**src/rtl/instr_fetch_unit_if.sv**
```systemverilog
// instr_fetch_unit_if: req/ack instruction-memory bus between the fetch unit and imem
interface instr_fetch_unit_if #(
  parameter int ADDR_W = 32
);
  logic              req;
  logic [ADDR_W-1:0] addr;
  logic              ack;
  logic [31:0]       rdata;
  modport master (output req, output addr, input ack, input rdata);
  modport slave  (input req, input addr, output ack, output rdata);
endinterface

```
**src/rtl/instr_fetch_unit.sv**
```systemverilog
// instr_fetch_unit: PC register and one-word-at-a-time instruction fetch with redirect and halt
module instr_fetch_unit #(
  parameter int                ADDR_W   = 32,
  parameter logic [ADDR_W-1:0] RESET_PC = '0,
  parameter int                PC_STEP  = 4
) (
  input  logic                clk,
  input  logic                rst_n,
  instr_fetch_unit_if.master  bus,
  input  logic                i_fetch_en,
  output logic [31:0]         o_instr_out,
  output logic                o_ir_write,
  input  logic                i_dec_ready,
  input  logic                i_pc_load,
  input  logic [ADDR_W-1:0]   i_pc_load_val,
  output logic [ADDR_W-1:0]   o_pc,
  output logic                o_halted
);
  typedef enum logic [1:0] {IDLE, REQ, WAIT_DEC, HALT} state_t;
  state_t            r_state, w_next;
  logic [ADDR_W-1:0] r_pc, w_pc, r_pend, w_pend, w_tgt;
  logic              r_pend_v, w_pend_v, r_req, r_ir_write, r_halted, w_ack;
  logic [31:0]       r_instr;
  assign w_tgt = i_pc_load_val & ~ADDR_W'(3);
  assign w_ack = (r_state == REQ) && bus.ack;
  always_comb begin
    w_next   = r_state;
    w_pc     = r_pc;
    w_pend   = r_pend;
    w_pend_v = r_pend_v;
    case (r_state)
      IDLE: begin
        w_next = i_fetch_en ? REQ : IDLE;
        w_pc   = i_pc_load ? w_tgt : r_pc;
      end
      REQ: begin
        // redirects arriving mid-request are parked until the word returns
        if (bus.ack) begin
          w_next   = bus.rdata[0] ? HALT : WAIT_DEC;
          w_pend_v = 1'b0;
          w_pc     = bus.rdata[0] ? r_pc :
                     i_pc_load    ? w_tgt :
                     r_pend_v     ? r_pend : r_pc + ADDR_W'(PC_STEP);
        end else if (i_pc_load) begin
          w_pend_v = 1'b1;
          w_pend   = w_tgt;
        end
      end
      WAIT_DEC: begin
        w_next = !i_dec_ready ? WAIT_DEC : i_fetch_en ? REQ : IDLE;
        w_pc   = i_pc_load ? w_tgt : r_pc;
      end
      default: w_next = HALT;
    endcase
  end
  always_ff @(posedge clk or negedge rst_n) begin
    if (!rst_n) begin
      r_state    <= IDLE;
      r_pc       <= RESET_PC;
      r_pend     <= '0;
      r_pend_v   <= 1'b0;
      r_req      <= 1'b0;
      r_ir_write <= 1'b0;
      r_halted   <= 1'b0;
      r_instr    <= '0;
    end else begin
      r_state    <= w_next;
      r_pc       <= w_pc;
      r_pend     <= w_pend;
      r_pend_v   <= w_pend_v;
      r_req      <= (w_next == REQ);
      r_ir_write <= w_ack;
      r_halted   <= (w_next == HALT);
      if (w_ack) r_instr <= bus.rdata;
    end
  end
  assign bus.req     = r_req;
  assign bus.addr    = r_pc;
  assign o_pc        = r_pc;
  assign o_instr_out = r_instr;
  assign o_ir_write  = r_ir_write;
  assign o_halted    = r_halted;
endmodule

```
**src/flat_wrapper.sv**
```systemverilog
// flat-port wrapper written by rule: the top's interface ports become plain ports
module instr_fetch_unit_flat 
#(
  parameter int                ADDR_W   = 32,
  parameter logic [ADDR_W-1:0] RESET_PC = '0,
  parameter int                PC_STEP  = 4
)
  (clk, rst_n, i_fetch_en, o_instr_out, o_ir_write, i_dec_ready, i_pc_load, i_pc_load_val, o_pc, o_halted, bus_req, bus_addr, bus_ack, bus_rdata);
  instr_fetch_unit_if #(.ADDR_W(ADDR_W)) bus_i ();
  input  logic clk;
  input  logic rst_n;
  input  logic i_fetch_en;
  output logic [31:0] o_instr_out;
  output logic o_ir_write;
  input  logic i_dec_ready;
  input  logic i_pc_load;
  input  logic [ADDR_W-1:0] i_pc_load_val;
  output logic [ADDR_W-1:0] o_pc;
  output logic o_halted;
  output wire logic [$bits(bus_i.req)-1:0] bus_req;
  output wire logic [$bits(bus_i.addr)-1:0] bus_addr;
  input wire logic [$bits(bus_i.ack)-1:0] bus_ack;
  input wire logic [$bits(bus_i.rdata)-1:0] bus_rdata;
  assign bus_req = bus_i.req;
  assign bus_addr = bus_i.addr;
  assign bus_i.ack = bus_ack;
  assign bus_i.rdata = bus_rdata;
  instr_fetch_unit #(.ADDR_W(ADDR_W), .RESET_PC(RESET_PC), .PC_STEP(PC_STEP)) u_core (.clk(clk), .rst_n(rst_n), .bus(bus_i), .i_fetch_en(i_fetch_en), .o_instr_out(o_instr_out), .o_ir_write(o_ir_write), .i_dec_ready(i_dec_ready), .i_pc_load(i_pc_load), .i_pc_load_val(i_pc_load_val), .o_pc(o_pc), .o_halted(o_halted));
endmodule
```
**config.mk**
```make
export PLATFORM = sky130hd
export DESIGN_NAME = instr_fetch_unit_flat
export DESIGN_NICKNAME = d
export VERILOG_FILES = /design/src/rtl/instr_fetch_unit_if.sv /design/src/rtl/instr_fetch_unit.sv /design/src/flat_wrapper.sv
export SDC_FILE = /design/constraint.sdc
export NUM_CORES = 1
export LEC_CHECK = 0
export CORE_MARGIN = 2
export CORE_UTILIZATION = 50
export CTS_CLUSTER_DIAMETER = 150
export DETAILED_ROUTE_END_ITERATION = 16
export PLACE_DENSITY_LB_ADDON = 0.3
export SLEW_MARGIN = 10
export SYNTH_ARGS = -nofsm -noshare
export SYNTH_HDL_FRONTEND = slang
export SYNTH_SLANG_ARGS = --single-unit
export TNS_END_PERCENT = 5
```
**constraint.sdc**
```tcl
create_clock -name clk -period 3.9 [get_ports clk]
set_input_delay 0.39 -clock clk [delete_from_list [all_inputs] [get_ports clk]]
set_output_delay 0.39 -clock clk [all_outputs]
set_load 0.005 [all_outputs]
```
==> run metrics, run 1 <==
measured slew at the worst slew-check pin=957 ps; wire length per cell=17.1 um; Net Switching=1.71 mW; Max Freq=394 MHz; Layout Skew=9.67 ps; Fin Hold WS=478 ps; setup bufs post-CTS=0; PwrDens=699 mW/mm2; Port Buffers=162; pre-CTS setup slack=961 ps; Peak VDD IR=0.378 mV; Hold Path Class=input pin to asynchronous set/reset pin; largest net degree at the start of global routing=42; post-synth cell types=58; CTS root buffer=clkbuf_8; dpl cells=792; GRT Residual Overflow=0; fin. max-slew vios=0; Total Wirelength=13800 um; post-synth top area cell=dfrtp_1; DR pass1 iterations=6; reg2reg path depth=5; CTS tree=built; Yosys warning total=0; first-pass GRT wire length=22900 um; Sink Count=98; I/O Pins=169; CP Capture Type=flop; top cell type's share of synthesized area=47.8%; Synth async-reset ratio=100%; CTS H-tree depth=3; final worst path period need=2540 ps; Post-synth EDFFs=0; Cells after Synth=548; Max Cap Viol=0; setup TNS=0 ps; CP Max Fanout=34; CORE AREA=0.00986 mm2; Slew HR=36.2%; Avg Cell Area, Syn=9.37 um2; Placer Congestion=0.905; Seq pwr share=42.2%; clock network power share=13.2%; register area=0.00245 mm2; CTS buffer count=9; Starting Density=52.0%; fin cells=809; Gate power share=44.6%; vias in the first global route=4633; Chip Height=105 um; initial antenna violation count=0; antenna cells=0; die width=105 um; crit start category=input pin; DP HPWL=9580 um; Worst-Skew Late Latency=360 ps; Seq/Total Area, Yosys=47.8%; Design Power=4.76 mW; Setup Viol. Count Final=0; Clock Tree Buf Depth=2; antenna viol nets, final=0; Internal=3.05 mW; dominant cells by area after synthesis=dfrtp_1 48%, nand2_1 9.0%, mux2_2 6.1%; DRC=0; final worst path period share=65.0%; count leader, synth=nand2_1; Lkg Pwr=2.93 nW; Mapped Area=0.00513 mm2; Area Overhead vs Synth=32.5%; final setup margin=1360 ps; Placed Area=0.00661 mm2; fillcell total=766; final hold viol count=0; Tot GR Track Use=25.7%; 1st-iter DRT viols=233; Rows=36; # resized after CTS=0; r2r endpoint=u_core.o_instr_out[11]$_DFFE_PN0P_; required time worst endpoint=4150 ps; RSZ-0062 raised after global routing=false; Vias per Instance=5.67; Final Instance Area=0.00680 mm2; CTS clk-pin slew, worst paths=90 ps; arrival time worst endpoint=2780 ps; Multi-input gate area=0.00227 mm2; status=finished clean; Crit Path Class=input pin to flop; critical register-to-register path startpoint=u_core.r_state[0]$_DFF_PN0_; Worst Setup EP=u_core.o_instr_out[11]$_DFFE_PN0P_; Synth Register Bits=98; DR vias=4588; Sw Ratio=35.9%; full die area=0.0111 mm2; cts hold-fix bufs=1; Final Util=69.0%; layout cell share with drive strength beyond 1=9.76%; flop-to-flop setup slack=1360 ps; Critical path origin=bus_ack; Synth top cells by count=123 x nand2_1, 98 x dfrtp_1, 36 x buf_4; top_reg_cell synth=dfrtp_1; Final nets=742
## final cells by class
class	count	area share, %
multi-input combinational	380	33.3
inverter	10	0.552
clock buffer	14	2.54
tap	133	2.45
sequential	98	36.0
timing repair buffer	172	24.9
clock inverter	2	0.147
## cells in the final DEF, fill, tap and decap left out, drive strengths merged, types with 2 or more instances in the layout
cell and count:
and4 5, or4 2, clkbuf 14, and2 4
buf 10, nand3 16, nor4 4, a31oi 2
clkinv 4, a211o 2, mux2i 2, a22oi 2
nand2b 2, dfrtp 98, a31o 3, o22ai 2
clkdlybuf4s50 161, a32oi 4, o31a 2, a221o 3
nand2 123, o21ai 36, inv 8, a21oi 20
nor2 31, a2bb2oi 2, xnor2 7, xor2 8
nor3 11, a211oi 4, conb 4, mux2 28
a221oi 9, nand4 10, o211ai 2, or3 5
and3 13
## logic make-up after synthesis
logic type / share of synthesized area [%]
AND/OR/NAND/NOR: 21.8
AO/OA/AOI/OAI: 12.6
flip-flops: 47.8
buffers and inverters: 8.38
multiplexers: 6.53
XOR/XNOR: 2.56
adder cells (fa/ha/maj): 0.244
other: 0.0730
## per-layer routing
layer,global-route usage [%],part of all wire (%),vias up
met5,0,0,-
met4,12.2,2.2,0
met3,6.86,9.6,29
met2,41.0,49,238
met1,32.6,40,2203
li1,-,-,2118
## power by group through the flow
stage | logic [mW] | clock network, mW | registers, mW
floorplan | 1.17 | 0 | 1.87
CTS | 2.14 | 0.646 | 2.00
finish | 2.12 | 0.627 | 2.01
global route | 2.32 | 0.690 | 2.08
global placement | 2.06 | 0 | 1.98
detailed placement | 2.13 | 0 | 2.02
## registers in the layout, summed over array words and instances, names as in the netlist
signal and count:
u_core.bus.addr 30, u_core.r_state 2, u_core.r_pend 30, u_core.o_instr_out 32, u_core.r_pend_v 1, u_core.o_ir_write 1
u_core.bus.req 1, u_core.o_halted 1
## critical path, stage by stage
cell             delay (ps)
clkdlybuf4s50_1         470
nand3b_1                270
buf_4                   400
clkinv_1                830
nand2_1                 320
nand2_1                  90
## worst min path at each step
stage,slack [ps],end,cells past startpoint,from
floorplan,90,u_core.bus.addr[10]$_DFFE_PN0P_,0,rst_n
global placement,340,u_core.bus.addr[8]$_DFFE_PN0P_,1,rst_n
detailed placement,340,u_core.bus.addr[8]$_DFFE_PN0P_,1,rst_n
CTS,480,u_core.bus.addr[8]$_DFFE_PN0P_,2,rst_n
global route,500,u_core.o_instr_out[1]$_DFFE_PN0P_,2,u_core.o_instr_out[1]$_DFFE_PN0P_
finish,480,u_core.bus.addr[8]$_DFFE_PN0P_,2,rst_n
No activity file was read; power rests on OpenSTA's default activity.
==> inputs of run 2 (changes only) <==
--- a/config.mk
+++ b/config.mk
@@ -6,7 +6,7 @@
 export NUM_CORES = 1
 export LEC_CHECK = 0
 export CORE_MARGIN = 2
-export CORE_UTILIZATION = 50
+export CORE_UTILIZATION = 42
 export CTS_CLUSTER_DIAMETER = 150
 export DETAILED_ROUTE_END_ITERATION = 16
 export PLACE_DENSITY_LB_ADDON = 0.3
==> constraint.sdc (replaced) <==
create_clock -name clk -period 2.1 [get_ports clk]
set_input_delay 0.21 -clock clk [delete_from_list [all_inputs] [get_ports clk]]
set_output_delay 0.21 -clock clk [all_outputs]
set_load 0.005 [all_outputs]
==> run metrics, run 2 (synthesis gave the netlist of run 1 again) <==
Worst-Skew Late Latency=340 ps; dpl cells=837; Hold Path Class=input pin to flop; Tot GR Track Use=22.9%; Rows=40; RSZ-0062 raised after global routing=false; arrival time worst endpoint=2220 ps; Layout Skew=7.51 ps; 1st-iter DRT viols=345; layout cell share with drive strength beyond 1=13.7%; CTS root buffer=clkbuf_16; Chip Height=115 um; most common cell after layout, fill and taps aside=clkdlybuf4s50_1; Clock Tree Buf Depth=2; Total Wirelength=14600 um; Crit Path Class=flop to flop; Lkg Pwr=3.16 nW; flop-to-flop setup slack=110 ps; final worst path period need=1990 ps; fin cells=853; die width=115 um; fin. max-slew vios=0; required time worst endpoint=2320 ps; Slew HR=59.4%; setup TNS=0 ps; Final nets=773; Setup Viol. Count Final=0; max reg flops=32; initial antenna violation count=0; full die area=0.0131 mm2; I/O Pins=169; Critical path origin=u_core.bus.addr[2]$_DFFE_PN0P_; wire length per cell=17.1 um; Sink Count=98; most frequent cells in the layout=161 x clkdlybuf4s50_1, 123 x nand2_1, 98 x dfrtp_1; DR vias=4680; Fin Hold WS=389 ps; Starting Density=42.9%; CTS buffer count=9; DRC=0; Vias per Instance=5.49; largest net degree at the start of global routing=46; critical register-to-register path startpoint=u_core.bus.addr[2]$_DFFE_PN0P_; CTS H-tree depth=3; Area Overhead vs Synth=41.0%; CP Max Fanout=9; Max Cap Viol=0; final worst path period share=95.0%; Max Freq=502 MHz; DR pass1 iterations=5; vias in the first global route=4656; Placer Congestion=0.856; first-pass GRT wire length=23600 um; CORE AREA=0.0120 mm2; Placed Area=0.00692 mm2; DP HPWL=10400 um; measured slew at the worst slew-check pin=608 ps; GRT Residual Overflow=0; CTS tree=built; antenna viol nets, final=0; Hold Startpoint=bus_rdata[3]; crit start category=flop; final hold viol count=0; PwrDens=1340 mW/mm2; CTS clk-pin slew, worst paths=70 ps; status=finished clean; CP Capture Type=flop; Final Instance Area=0.00724 mm2; Peak VDD IR=0.650 mV; antenna cells=0; Port Buffers=162
-- run 2: changes by cell type in the layout (fill, tap and decap cells not counted), moves of 5 or more --
cell       delta
buf_12        +5
clkbuf_8      -9
clkbuf_16     +9
buf_4        +26
-- run 2: power breakdown --
group | switching (mW) | internal (mW) | total (mW)
Combinational | 1.88 | 2.61 | 4.49
Sequential | 0.726 | 2.76 | 3.49
Clock | 0.703 | 1.01 | 1.72
Total | 3.31 | 6.39 | 9.70
-- run 2: through the flow --
step / setup slack (ps) / power, mW / util (%)
after floorplan: 210 / 5.64 / -
after global placement: 54.1 / 7.83 / 57.9
after detailed placement: 27.3 / 8.01 / 57.9
after CTS: 162 / 9.75 / 60.5
after global routing: 33.1 / 10.4 / 60.5
final: 106 / 9.70 / 60.5
-- run 2: final timing paths --
check / end / cells after the start
worst max register to register: u_core.bus.addr[25]$_DFFE_PN0P_ / 5
worst min register to register: u_core.o_instr_out[5]$_DFFE_PN0P_ / 2
min in group asynchronous: u_core.bus.addr[31]$_DFFE_PN0P_ / 2
worst min-delay path: u_core.o_instr_out[3]$_DFFE_PN0P_ / 3
max in group asynchronous: u_core.r_pend[3]$_DFFE_PN0P_ / 3
worst max-delay path: u_core.bus.addr[25]$_DFFE_PN0P_ / 5
-- run 2: routing by layer --
| metal | share of wire (%) | routed length [um] | up-vias | global-route usage, % |
|---|---|---|---|---|
| li1 | - | - | 2185 | - |
| met1 | 41 | 5960 | 2277 | 29.0 |
| met2 | 49 | 7170 | 202 | 37.8 |
| met3 | 8.4 | 1220 | 16 | 6.30 |
| met4 | 1.5 | 214 | 0 | 7.40 |
| met5 | 0 | 0 | - | 0 |
-- run 2: final cells by class --
class / instances / area [um2]
clock buffers: 13 / 270
clock inverters: 2 / 35.0
fillers: 1049 / 4720
inverters: 10 / 37.5
multi-input cells: 380 / 2270
flip-flops and latches: 98 / 2450
well taps: 147 / 184
repair buffers: 203 / 1990
-- run 2: repair_timing --
item / 4_1_cts / 5_1_grt
setup buffers: 0 / 0
setup endpoints to repair: 0 / 1
hold buffers: 1 / 0
endpoints found under the hold margin: 43 / 0
gates resized for setup: 0 / 1
-- run 2: critical path, cell delays in order, from the launching register on --
cell and delay (ps):
dfrtp_1 430, and4_1 280, or3b_1 560, o31a_1 310
nor3_1 180, o21ai_0 110
==> inputs of run 3 (changes only) <==
--- a/config.mk
+++ b/config.mk
@@ -5,8 +5,9 @@
 export SDC_FILE = /design/constraint.sdc
 export NUM_CORES = 1
 export LEC_CHECK = 0
+export CORE_ASPECT_RATIO = 0.9
 export CORE_MARGIN = 2
-export CORE_UTILIZATION = 42
+export CORE_UTILIZATION = 46
 export CTS_CLUSTER_DIAMETER = 150
 export DETAILED_ROUTE_END_ITERATION = 16
 export PLACE_DENSITY_LB_ADDON = 0.3
==> constraint.sdc (replaced) <==
create_clock -name clk -period 1.85 [get_ports clk]
set_input_delay 0.185 -clock clk [delete_from_list [all_inputs] [get_ports clk]]
set_output_delay 0.185 -clock clk [all_outputs]
set_load 0.005 [all_outputs]
==> run metrics, run 3 (synthesis gave the netlist of run 1 again) <==
max reg flops=32; fin. max-slew vios=0; Gate power share=49.8%; CTS clk-pin slew, worst paths=70 ps; final setup margin=62.3 ps; antenna viol nets, final=0; required time worst endpoint=2130 ps; Cell Chain, Critical Path=ha_1, nand3_2, or3_1, or4_1, nand3_1; final hold viol count=0; Starting Density=47.3%; Hold Path Class=input pin to flop; vias in the first global route=4870; Vias per Instance=5.48; Final nets=793; Design Power=11.3 mW; clock network power share=16.8%; Internal=7.41 mW; Crit path largest cell delay=440 ps; Placer Congestion=0.861; antenna cells=0; initial antenna violation count=0; Port Buffers=162; pre-CTS setup slack=-179 ps; 1st-iter DRT viols=400; DR vias=4816; CP Max Fanout=5; Setup Viol. Count Final=0; Total Wirelength=14700 um; Worst-Skew Late Latency=340 ps; final worst path period need=1790 ps; Max Cap Viol=0; cell family with most CP delay=simple AND/OR/NAND/NOR gates; status=finished clean; CORE AREA=0.0109 mm2; arrival time worst endpoint=2070 ps; largest net degree at the start of global routing=44; crit start category=flop; most common cell after layout, fill and taps aside=clkdlybuf4s50_1; Peak VDD IR=0.918 mV; DR pass1 iterations=5; Layout Skew=6.55 ps; most frequent cells in the layout=161 x clkdlybuf4s50_1, 123 x nand2_1, 98 x dfrtp_1; CP Capture Type=flop; Slew HR=61.4%; PwrDens=1520 mW/mm2; Seq pwr share=33.4%; Sink Count=98; full die area=0.0120 mm2; Slowest cell on crit path=or3_1; final worst path period share=96.6%; Area Overhead vs Synth=44.8%; Max Freq=559 MHz; die width=115 um; I/O Pins=169; layout cell share with drive strength beyond 1=17.1%; wire length per cell=16.7 um; Crit Path Class=flop to flop; setup TNS=0 ps; CTS root buffer=clkbuf_16; Chip Height=104 um; first-pass GRT wire length=23800 um; CTS tree=built; CTS H-tree depth=3; Rows=36; Net Switching=3.86 mW; Sw Ratio=34.3%; CTS buffer count=9; Lkg Pwr=3.26 nW; Tot GR Track Use=25.1%; DRC=0; GRT Residual Overflow=0; measured slew at the worst slew-check pin=580 ps; Buf+Inv Stages, Crit Path=0; Clock Tree Buf Depth=2; DP HPWL=10700 um
run 3: layout make-up:
| type | instances | area, um2 |
|---|---|---|
| Clock inverter | 6 | 71.3 |
| Tap cell | 152 | 190 |
| Multi-Input combinational cell | 380 | 2290 |
| Sequential cell | 98 | 2450 |
| Timing Repair Buffer | 223 | 2170 |
| Fill cell | 828 | 3420 |
| Inverter | 10 | 37.5 |
| Clock buffer | 10 | 229 |
run 3: path summary, 6_finish.rpt:
check                                                    from                                 end  slack [ps]  depth (start not counted)
max                            u_core.bus.addr[2]$_DFFE_PN0P_     u_core.bus.addr[24]$_DFFE_PN0P_          60                          5
max reg2reg                    u_core.bus.addr[2]$_DFFE_PN0P_     u_core.bus.addr[24]$_DFFE_PN0P_          60                          5
min in group asynchronous                               rst_n       u_core.r_pend[11]$_DFFE_PN0P_         390                          2
min reg2reg                u_core.o_instr_out[31]$_DFFE_PN0P_  u_core.o_instr_out[31]$_DFFE_PN0P_         470                          2
min                                              bus_rdata[3]   u_core.o_instr_out[3]$_DFFE_PN0P_         360                          3
max in group asynchronous                               rst_n       u_core.r_pend[13]$_DFFE_PN0P_         890                          3
run 3: power by group through the flow:
stage / registers, mW / clock network [mW] / logic [mW]
floorplan: 3.94 / 0 / 2.47
global placement: 3.73 / 0 / 5.43
detailed placement: 3.78 / 0 / 5.60
CTS: 3.75 / 1.93 / 5.62
global route: 3.89 / 2.03 / 6.12
finish: 3.77 / 1.89 / 5.61
run 3: per-layer routing:
layer  up-vias  track usage (%)  share of wire [%]  wire length (um)
met4         0             7.83                1.8               257
met2       219             41.4                 49              7180
met5         -                0                  0                 0
met3        23             8.45                9.6              1400
li1       2220                -                  -                 -
met1      2354             30.8                 40              5820
run 3: timing repair:
action / 4_1_cts / 5_1_grt
hold buffers: 1 / 0
setup buffers: 0 / 2
setup endpoints to repair: 3 / 6
gates cloned: 0 / 0
pin swaps: 0 / 1
gates resized for setup: 1 / 5
endpoints found under the hold margin: 41 / 0
run 3: worst min-delay path: cells and delay by family:
kind,cells,cell delay [ps]
buffers and inverters,1,390
AND/OR/NAND/NOR,2,90
run 3: through the flow:
| step | hold WS, ps | cell area (um2) | utilization, % | cells |
|---|---|---|---|---|
| 3_5_place_dp | 230 | 7100 | 65.4 | 860 |
| 3_3_place_gp | 222 | 7100 | 65.4 | 860 |
| 4_1_cts | 355 | 7410 | 68.2 | 877 |
| 6_report | 363 | 7430 | 68.5 | 879 |
| 5_1_grt | 356 | 7430 | 68.5 | 879 |
| 2_1_floorplan | -111 | 5150 | - | 551 |
==> edit: new RTL, config.mk and constraints of run 2 <==
The 4 states of `state_t` get a one-hot encoding in 4 bits.
--- a/src/rtl/instr_fetch_unit.sv
+++ b/src/rtl/instr_fetch_unit.sv
@@ -17,5 +17,5 @@
   output logic                o_halted
 );
-  typedef enum logic [1:0] {IDLE, REQ, WAIT_DEC, HALT} state_t;
+  typedef enum logic [3:0] {IDLE = 4'b0001, REQ = 4'b0010, WAIT_DEC = 4'b0100, HALT = 4'b1000} state_t;
   state_t            r_state, w_next;
   logic [ADDR_W-1:0] r_pc, w_pc, r_pend, w_pend, w_tgt;
Function: same outputs for any inputs over 4 cycles, from zero or initial values and one cycle with rst_n low; so few cycles prove little.
==> edit against run 2 <==
Sequential cell count rose by 2; worst setup slack got worse by 0.090 ns; design area rose by 2.8%; via count fell by 8.5%; synthesized area rose by 2.4%; wire length fell by 5.1%.
Power is not compared: it rests on default switching activity, and its combinational part moved more than twofold at a synthesized area within 25%.
==> edit: results (changes against run 2) <==
Worst path slowest cell=dfstp_2; DR vias/cell=5.365 (-2.2%); Total GRT Usage=21.21% (-1.6 points); DR WL met2=6.439 mm (-10%); hold crit path type=input port to async pin; DRT met1 WL=5.807 mm (-2.5%); post-DP HPWL=9.851 mm (-4.9%); Worst path max stage delay=0.59 ns (+0.03 ns); Detail Route met3 WL=1.245 mm (+1.8%); Area contributors post-synth=dfrtp_1 47%, mux2_4 8.6%, mux2_2 6.9%; Min Hold Slack=0.3283 ns (-0.06088 ns); drt wl/cell=17.33 um (+1.5%); gate count of the mapped netlist=466 (-15%); r2r startpoint=u_core.r_state[0]; grt met2 use=32.83% (-5.0 points); Max FO, Critical Path=6 (-3); WP data arrival=2.32 ns (+0.10 ns); vias in the first global route=4449 (-4.4%); DP Worst Slack=-0.07660 ns (-0.1039 ns); RD Place Congestion=0.8885 (+3.7%); worst rel slew slack=63.90% (+4.5 points); Worst R2R Path Depth=8 (+3); Seq/Total Area, Yosys=47.63% (-0.14 points); post_cts resized=3 (+3); Setup Skew=0.007239 ns (-0.0002736 ns); 1st-iter DRT viols=273 (-21%); share of cells above drive strength 1=21.75% (+8.0 points); reg2reg end=u_core.bus.addr[26]; fin cells=798 (-6.4%); crit-path leading delay family=flip-flops; placed cell area=7068 um2 (+2.1%); status=completed; min setup slack post-route=0.01599 ns (-0.09002 ns)
## edit: layout make-up
class,instances,area [um2]
Clock buffer,13,260.3
Clock inverter,3,21.27
Multi-Input combinational cell,302,2409
Fill cell,975,4671
Timing Repair Buffer,205,2009
Sequential cell,100,2505
Tap cell,168,210.2
Inverter,7,26.28
## edit: cells by family (layout without fill, tap and decap cells)
family	count (synthesis)	count (layout)	synth area share [%]
flip-flops	100	100	47.63
XOR/XNOR	24	24	3.999
adder cells (fa/ha/maj)	1	1	0.2380
multiplexers	65	65	16.02
AO/OA/AOI/OAI	100	100	13.07
other	1	4	0.07134
AND/OR/NAND/NOR	108	108	11.12
buffers and inverters	67	228	7.855
## edit: worst max path at each step
stage | start | endpoint
CTS | u_core.r_state[0] | u_core.bus.addr[19]
global placement | i_pc_load | u_core.bus.addr[31]
floorplan | u_core.r_state[0] | u_core.r_pend[10]
finish | u_core.r_state[0] | u_core.bus.addr[26]
detailed placement | u_core.r_state[0] | u_core.bus.addr[27]
global route | u_core.r_state[3] | u_core.bus.addr[19]
